===== config.mk =====
export PLATFORM = sky130hd
export DESIGN_NAME = seg7_scan_display
export DESIGN_NICKNAME = d
export VERILOG_FILES = /design/src/rtl/seg7_scan_display.sv
export SDC_FILE = /design/constraint.sdc
export NUM_CORES = 1
export LEC_CHECK = 0
export ABC_AREA = 1
export CAP_MARGIN = 20
export CORE_ASPECT_RATIO = 1.75
export CORE_MARGIN = 5
export CORE_UTILIZATION = 45
export CTS_CLUSTER_DIAMETER = 30
export DETAILED_ROUTE_END_ITERATION = 7
export DONT_BUFFER_PORTS = 1
export PLACE_DENSITY_LB_ADDON = 0.15
export SYNTH_ARGS = -nofsm -noshare
export SYNTH_HDL_FRONTEND = slang
export SYNTH_SLANG_ARGS = --single-unit

===== constraint.sdc =====
create_clock -name clk -period 5 [get_ports clk]
set_input_delay 0.5 -clock clk [delete_from_list [all_inputs] [get_ports clk]]
set_output_delay 0.5 -clock clk [all_outputs]
set_load 0.02 [all_outputs]

===== src/rtl/seg7_scan_display.sv =====
// Four-digit multiplexed hex display driver for the core's 32-bit debug word.
// Snapshots data_seg once per scan frame and shows the low, high or alternating 16-bit half.
module seg7_scan_display #(
  parameter int unsigned REFRESH_DIV = 100000,
  parameter int unsigned PAGE_FRAMES = 500
) (
  input  logic        clk,
  input  logic        rst,
  input  logic [31:0] data_seg,
  input  logic [1:0]  page_mode,
  input  logic        blank_lz,
  output logic [3:0]  anode,
  output logic [6:0]  seg,
  output logic        dp,
  output logic        frame_tick
);

  localparam int unsigned DIV_W = (REFRESH_DIV > 1) ? $clog2(REFRESH_DIV) : 1;
  localparam int unsigned FRM_W = (PAGE_FRAMES > 1) ? $clog2(PAGE_FRAMES) : 1;

  typedef enum logic {
    PAGE_LO = 1'b0,
    PAGE_HI = 1'b1
  } page_t;

  logic [DIV_W-1:0] r_div_cnt;
  logic [1:0]       r_digit_idx;
  logic [31:0]      r_snapshot;
  page_t            r_page;
  logic [FRM_W-1:0] r_frame_cnt;
  logic [3:0]       r_anode;
  logic [6:0]       r_seg;
  logic             r_dp;
  logic             r_frame_tick;

  logic        w_slot_tick;
  logic        w_boundary;
  logic [15:0] w_half;
  logic [15:0] w_upper;
  logic        w_blank;
  logic [6:0]  w_seg_dec;

  always_comb begin
    w_slot_tick = (r_div_cnt == DIV_W'(REFRESH_DIV - 1));
    w_boundary  = w_slot_tick && (r_digit_idx == 2'd3);
    w_half      = (r_page == PAGE_HI) ? r_snapshot[31:16] : r_snapshot[15:0];
    // Active nibble plus everything above it; all-zero means this digit is a leading zero.
    w_upper     = w_half >> {r_digit_idx, 2'b00};
    w_blank     = blank_lz && (r_digit_idx != 2'd0) && (w_upper == '0);
  end

  always_comb begin
    w_seg_dec = '1;
    case (w_upper[3:0])
      4'h0: w_seg_dec = 7'b1000000;
      4'h1: w_seg_dec = 7'b1111001;
      4'h2: w_seg_dec = 7'b0100100;
      4'h3: w_seg_dec = 7'b0110000;
      4'h4: w_seg_dec = 7'b0011001;
      4'h5: w_seg_dec = 7'b0010010;
      4'h6: w_seg_dec = 7'b0000010;
      4'h7: w_seg_dec = 7'b1111000;
      4'h8: w_seg_dec = 7'b0000000;
      4'h9: w_seg_dec = 7'b0010000;
      4'hA: w_seg_dec = 7'b0001000;
      4'hB: w_seg_dec = 7'b0000011;
      4'hC: w_seg_dec = 7'b1000110;
      4'hD: w_seg_dec = 7'b0100001;
      4'hE: w_seg_dec = 7'b0000110;
      4'hF: w_seg_dec = 7'b0001110;
      default: w_seg_dec = '1;
    endcase
  end

  always_ff @(posedge clk) begin
    if (!rst) begin
      r_div_cnt    <= '0;
      r_digit_idx  <= '0;
      r_snapshot   <= '0;
      r_page       <= PAGE_LO;
      r_frame_cnt  <= '0;
      r_anode      <= '1;
      r_seg        <= '1;
      r_dp         <= 1'b1;
      r_frame_tick <= 1'b0;
    end else begin
      r_frame_tick <= 1'b0;

      if (w_slot_tick) begin
        r_div_cnt   <= '0;
        r_digit_idx <= r_digit_idx + 2'd1;
      end else begin
        r_div_cnt <= r_div_cnt + DIV_W'(1);
      end

      if (page_mode != 2'b10) begin
        r_frame_cnt <= '0;
      end

      if (w_boundary) begin
        r_snapshot   <= data_seg;
        r_frame_tick <= 1'b1;
        case (page_mode)
          2'b01: r_page <= PAGE_HI;
          2'b10: begin
            if (r_frame_cnt == FRM_W'(PAGE_FRAMES - 1)) begin
              r_frame_cnt <= '0;
              r_page      <= (r_page == PAGE_HI) ? PAGE_LO : PAGE_HI;
            end else begin
              r_frame_cnt <= r_frame_cnt + FRM_W'(1);
            end
          end
          default: r_page <= PAGE_LO;
        endcase
      end

      // Outputs reflect the pre-edge slot state, giving one cycle of display latency.
      r_anode <= w_blank ? 4'b1111 : ~(4'b0001 << r_digit_idx);
      r_seg   <= w_blank ? 7'b1111111 : w_seg_dec;
      r_dp    <= !((r_page == PAGE_HI) && (r_digit_idx == 2'd0));
    end
  end

  assign anode      = r_anode;
  assign seg        = r_seg;
  assign dp         = r_dp;
  assign frame_tick = r_frame_tick;

endmodule


# Word-level counts from Yosys, hierarchy flattened
# Memory sizes are Yosys's and may differ from the RTL's. A register that Yosys moved wholly into a read port is not among the register bits.
# Cells that the tools add are included.
# op_classes
reduce_logical	11
eq_ne	7
n_shift	2
mux	9
bitwise	2
addsub	3
# ops
cell	n
$mux 9	4
$add 17x1->17 const B	1
$eq 17x17->1 const B	1
$logic_not 16->1	1
$mux 16	1
$shr 16x4->16	1
$add 9x1->9 const B	1
$eq 9x9->1 const B	1
$eq 2x2->1 const B	2
$logic_and 1x1->1	4
$ne 2x2->1 const B	2
$not 4->4	1
$reduce_or 2->1	2
$shl 1x2->4 const A	1
$mux 1	3
$add 2x1->2 const B	1
$eq 2x1->1 const B	1
$logic_not 2->1	1
$pmux 1 s2	1
$reduce_and 2->1	1
$reduce_bool 2->1	1
$logic_not 1->1	1
$not 1->1	1
# totals
mem_bits_ro	112
elab_cells	43
memories	1
regBits	67
output_inout_bits	13
# memory_table
name	depth	width	read_ports	rd_ports_with_merged_regs	write_ports	line	source
(name not given)	16	7	1	1	0	54	case (w_upper[3:0])

# Depth between registers and ports, before layout
# logic_depth
depth_word	5
ltp_mapped	16
ltp_nobuf	14

# Least setup slack after synthesis
# Ideal clock, no wire load.
# synth_path
path_kind	flip-flop to flip-flop
start	register r_page
end	register r_anode[3] (netlist: anode[3])
required_time_ns	4.939
path_stages_with_launch	17
slack_ns	3.125
n_path_buf	3
synth_period_minus_slack_ns	1.875
setup_ns	0.061
arrival_time_ns	1.815
cell_sequence	dfxtp_1 > buf_6 > inv_4 > buf_6 > nand2_1 > nand3_1 > nand2_1 > nand2_1 > nand2_1 > ha_1 > inv_1 > nor3b_1 > nand3_1 > nor2_1 > a21oi_2 > buf_4 > nand2_1
# synth_between
elab_chain_cells	5
# synth_rtl
element	line	source
start, declared	29	page_t r_page;
start signal, assigned	108	r_page <= (r_page == PAGE_HI) ? PAGE_LO : PAGE_HI;
$mux 16	46	w_half = (r_page == PAGE_HI) ? r_snapshot[31:16] : r_snapshot[15:0];
$shr 16x4->16	48	w_upper = w_half >> {r_digit_idx, 2'b00};
$logic_not 16->1	49	w_blank = blank_lz && (r_digit_idx != 2'd0) && (w_upper == '0);
$logic_and 1x1->1	49	
$reduce_or 2->1 (no line)	-	
end signal, assigned	118	r_anode <= w_blank ? 4'b1111 : ~(4'b0001 << r_digit_idx);
end, declared	31	logic [3:0] r_anode;
# No other way between the ends.
# A chain may end at the register's enable or synchronous reset.

# Final worst setup path
# layout_path
start	register r_page
end	register r_anode[2] (netlist: anode[2])
# The elaborated chain is that of the path after synthesis.

==> summary.md <==
| Metric | Value |
|---|---|
| Total nets after synthesis | between 500 and 600 |
| Ys async rst share | 0 |
| Crit end category | flop |
| Synth area leader | dfxtp_1 |
| Total grt overflow | 0 |
| Skew-Pair Late Insertion Delay | 330 ps |
| Crit path launch | r_page$_SDFFE_PN0P_ |
| Die height | 130 um |
| CP max stage delay | 740 ps |
| #FFs+latches synth | 74 |
| Sequential share of the synthesized area | 0.401 |
| Min-Delay Path Class | in2reg |
| Area contributors post-synth | dfxtp_1, nand2_1, nor2_1 |
| DRC Markers | 0 |
| Worst path slowest cell | dfxtp_1 |
| Crit Reg-Reg Endpoint | anode[2]$_SDFF_PP1_ |
| Final Power | 1.31 mW |
| GPL Wtd Cong | 0.927 |
| Hold depth | 1 |
| Max VDD drop | 205 uV |
| CTS clk-pin slew, worst paths | roughly 50 ps |
| Via/cell ratio | 5.09 |
| H-Tree Depth | 3 |
| Placed Cells | ~600 |
| Setup violation total in the final timing report | 0 |
| Final nets | approximately 570 |
| DRT iter0 DRCs | 142 |
| Clk sinks | 74 |
| EDFF count, synth | 0 |
| Tcrit/Tclk final | 0.495 |
| CP Cell Sequence | inv_4 -> nand2_1 -> nand2_1 -> o21ai_0 -> nand2_1 -> nand2_1 -> ha_1 -> inv_1 -> nor3b_1 -> nand3_1 -> nor2_1 -> a21oi_2 -> nand2_1 |
| CP max FO | 19 |
| Yosys top cell area share | 0.401 |
| Area of the mapped netlist | between 0.003 and 0.004 mm^2 |
| Initial Utilization | 0.464 |
| Post-synth top flop | dfxtp_1 |
| Clock Skew | approximately 3.2 ps |
| Row count | between 40 and 50 |
| Final WL | 8120 um |
| Worst Hold End | dp$_SDFF_PN1_ |
| Post-CTS Hold Fix Bufs | 0 |
| Detailed-router iteration count before antenna repair | 4 |
| Synthesized netlist cell count | 531 |
| Worst EP required | 5270 ps |
| Root Buffer | clkbuf_16 |
| Post-cts sizing count | 0 |
| Final hold vios | 0 |
| Total CTS buffers | 9 |
| Post-DP HPWL | 6230 um |
| Share of layout cells above drive strength 1 | 0.0570 |
| Setup WS pre-CTS | 2510 ps |
| Reg2reg setup slack | approximately 2500 ps |
| Post-route ant nets | 0 |
| Overall Global Routing Usage | 0.172 |
| Setup Buffers After CTS | 0 |
| Fin. max-slew vios | 0 |
| Most used cell, CP | nand2_1 |
| Worst setup SP type | flop |
| Via count | roughly 3,100 |
| DR WL/cell | 13.2 um |
| CTS tree | built |
| Die footprint | 0.0102 mm^2 |
| Setup TNS | 0 ps |
| Top Ports | 50 |
| Synth warn | 0 |
| Leak | 1.67 nW |
| Die Wd | around 78 um |
| First-pass GRT wire length | 13,600 um |
| Library cells used by synthesis | 32 |
| Crit path time final | roughly 2500 ps |
| Relative slew slack | 0.562 |
| Setup ws final | ~2500 ps |
| Syn Area/Cell | 6.95 um^2 |
| Reg2reg start | r_page$_SDFFE_PN0P_ |
| CORE AREA | between 0.007 and 0.008 mm^2 |
| Actual slew at the worst max-slew pin | between 600 and 700 ps |
| Clk buf depth | 2 |
| Pin count of the biggest net entering global routing | 43 |
| Port buffer count | 0 |
| Number of global-route vias before repair | 3,073 |
| Arr. time, crit path | roughly 2700 ps |
| Area Growth Syn to Fin | 7.86% |
| Hold_sp | rst |
| Max-cap violations | 0 |
| Status | finished clean |
| Initial antenna violation count | 1 |
| RSZ-0062 raised after global routing | false |
| Final Non-Filler Cells | 617 |
| R2R depth | 13 |
| Critical path type | reg2reg |
| Power Density | 328 mW/mm^2 |
| Fmax | roughly 400 MHz |
[cells by family (layout without fill, tap and decap cells)]
kind of cell,after synthesis,count (layout),share of synthesized area
buffers and inverters,58,53,0.0786
xor gates and xnor gates,11,11,0.0261
AOI/OAI and AO/OA,67,67,0.0919
adders and majority gates,13,13,0.0441
DFF,74,74,0.401
and+or+nand+nor,308,308,0.358
other,0,1,0
[area by class of cell]
class / count / area, um^2
fillers: 814 / 3980
multi-input cells: 399 / 1920
flip-flops and latches: 74 / 1480
clock buffers: 13 / 260
inverters: 38 / 145
well taps: 90 / 113
clock inverters: 2 / 60.1
diodes: 1 / 2.50
[flip-flops by register name, summed over array words and instances, names as in the netlist, 2 cells and up]
register     count
r_snapshot      32
r_div_cnt       17
r_frame_cnt      9
seg              7
anode            4
r_digit_idx      2
[placed cells by master (no fill, tap or decap)]
cell type and count:
nor3_1 7, nand2_2 4, inv_4 1, nand4_4 2, and2_1 1, or2_2 5, inv_1 34, nand2_1 147
nor3b_1 3, xnor2_1 2, nand3b_1 1, nor3_4 1, xor2_1 9, o21ai_0 30, nor2_2 1, nor2_1 93
clkbuf_8 2, clkinv_1 2, a21oi_1 23, bufinv_16 2, nand4_1 4, clkbuf_16 9, nand3_1 37, ha_1 13
nor2_4 1, diode_2 1, clkbuf_1 2, dfxtp_1 74, o21ai_1 13, a21oi_2 1, nor4_1 1, inv_2 1
[routing by layer]
metal  wire length (um)  share of wire  vias up  global-route usage
li1                   -              -     1677                   -
met1               3120           0.38     1393               0.173
met2               4430           0.55       50               0.321
met3                269          0.033       19              0.0338
met4                299          0.037        0               0.105
met5                  0              0        -                   0
[how the worst max path moves through the flow]
stage / end / slack, ps / depth (start not counted)
after CTS: anode[2]$_SDFF_PP1_ / 2480 / 13
after global placement: seg[2]$_SDFF_PP1_ / 2600 / 13
after global routing: anode[2]$_SDFF_PP1_ / 2190 / 13
after detailed placement: anode[2]$_SDFF_PP1_ / 2510 / 13
after floorplan: anode[3]$_SDFF_PP1_ / 3120 / 16
final: anode[2]$_SDFF_PP1_ / 2530 / 13
[Yosys cell counts, types with 4 or more instances]
library cell	n
a21oi_1	23
buf_6	7
clkbuf_1	5
dfxtp_1	74
ha_1	13
inv_1	34
nand2_1	147
nand2_2	4
nand3_1	37
nand4_1	4
nor2_1	93
nor3_1	7
o21ai_0	30
o21ai_1	13
or2_2	5
xor2_1	9
[where the power goes]
| group | total (mW) | leakage, nW | switching, mW | internal, mW |
|---|---|---|---|---|
| registers | 0.602 | 0.599 | 0.00651 | 0.595 |
| clock network | 0.684 | 0.156 | 0.223 | 0.461 |
| logic | 0.0218 | 0.919 | 0.0141 | 0.00769 |
[critical path, delay by kind of cell (launching register included)]
kind	cells	cell delay [ps]
DFF	1	740
AOI/OAI and AO/OA	2	300
adders and majority gates	1	190
buffers and inverters	2	250
and+or+nand+nor	8	940
[through the flow]
step           area, um^2  utilization  hold WS [ps]
6_report             3980        0.500           286
3_3_place_gp         3660        0.459           436
2_1_floorplan        3690            -           418
3_5_place_dp         3660        0.459           443
4_1_cts              3980        0.500           278
5_1_grt              3980        0.500           279
No activity file was read; power rests on OpenSTA's default activity.
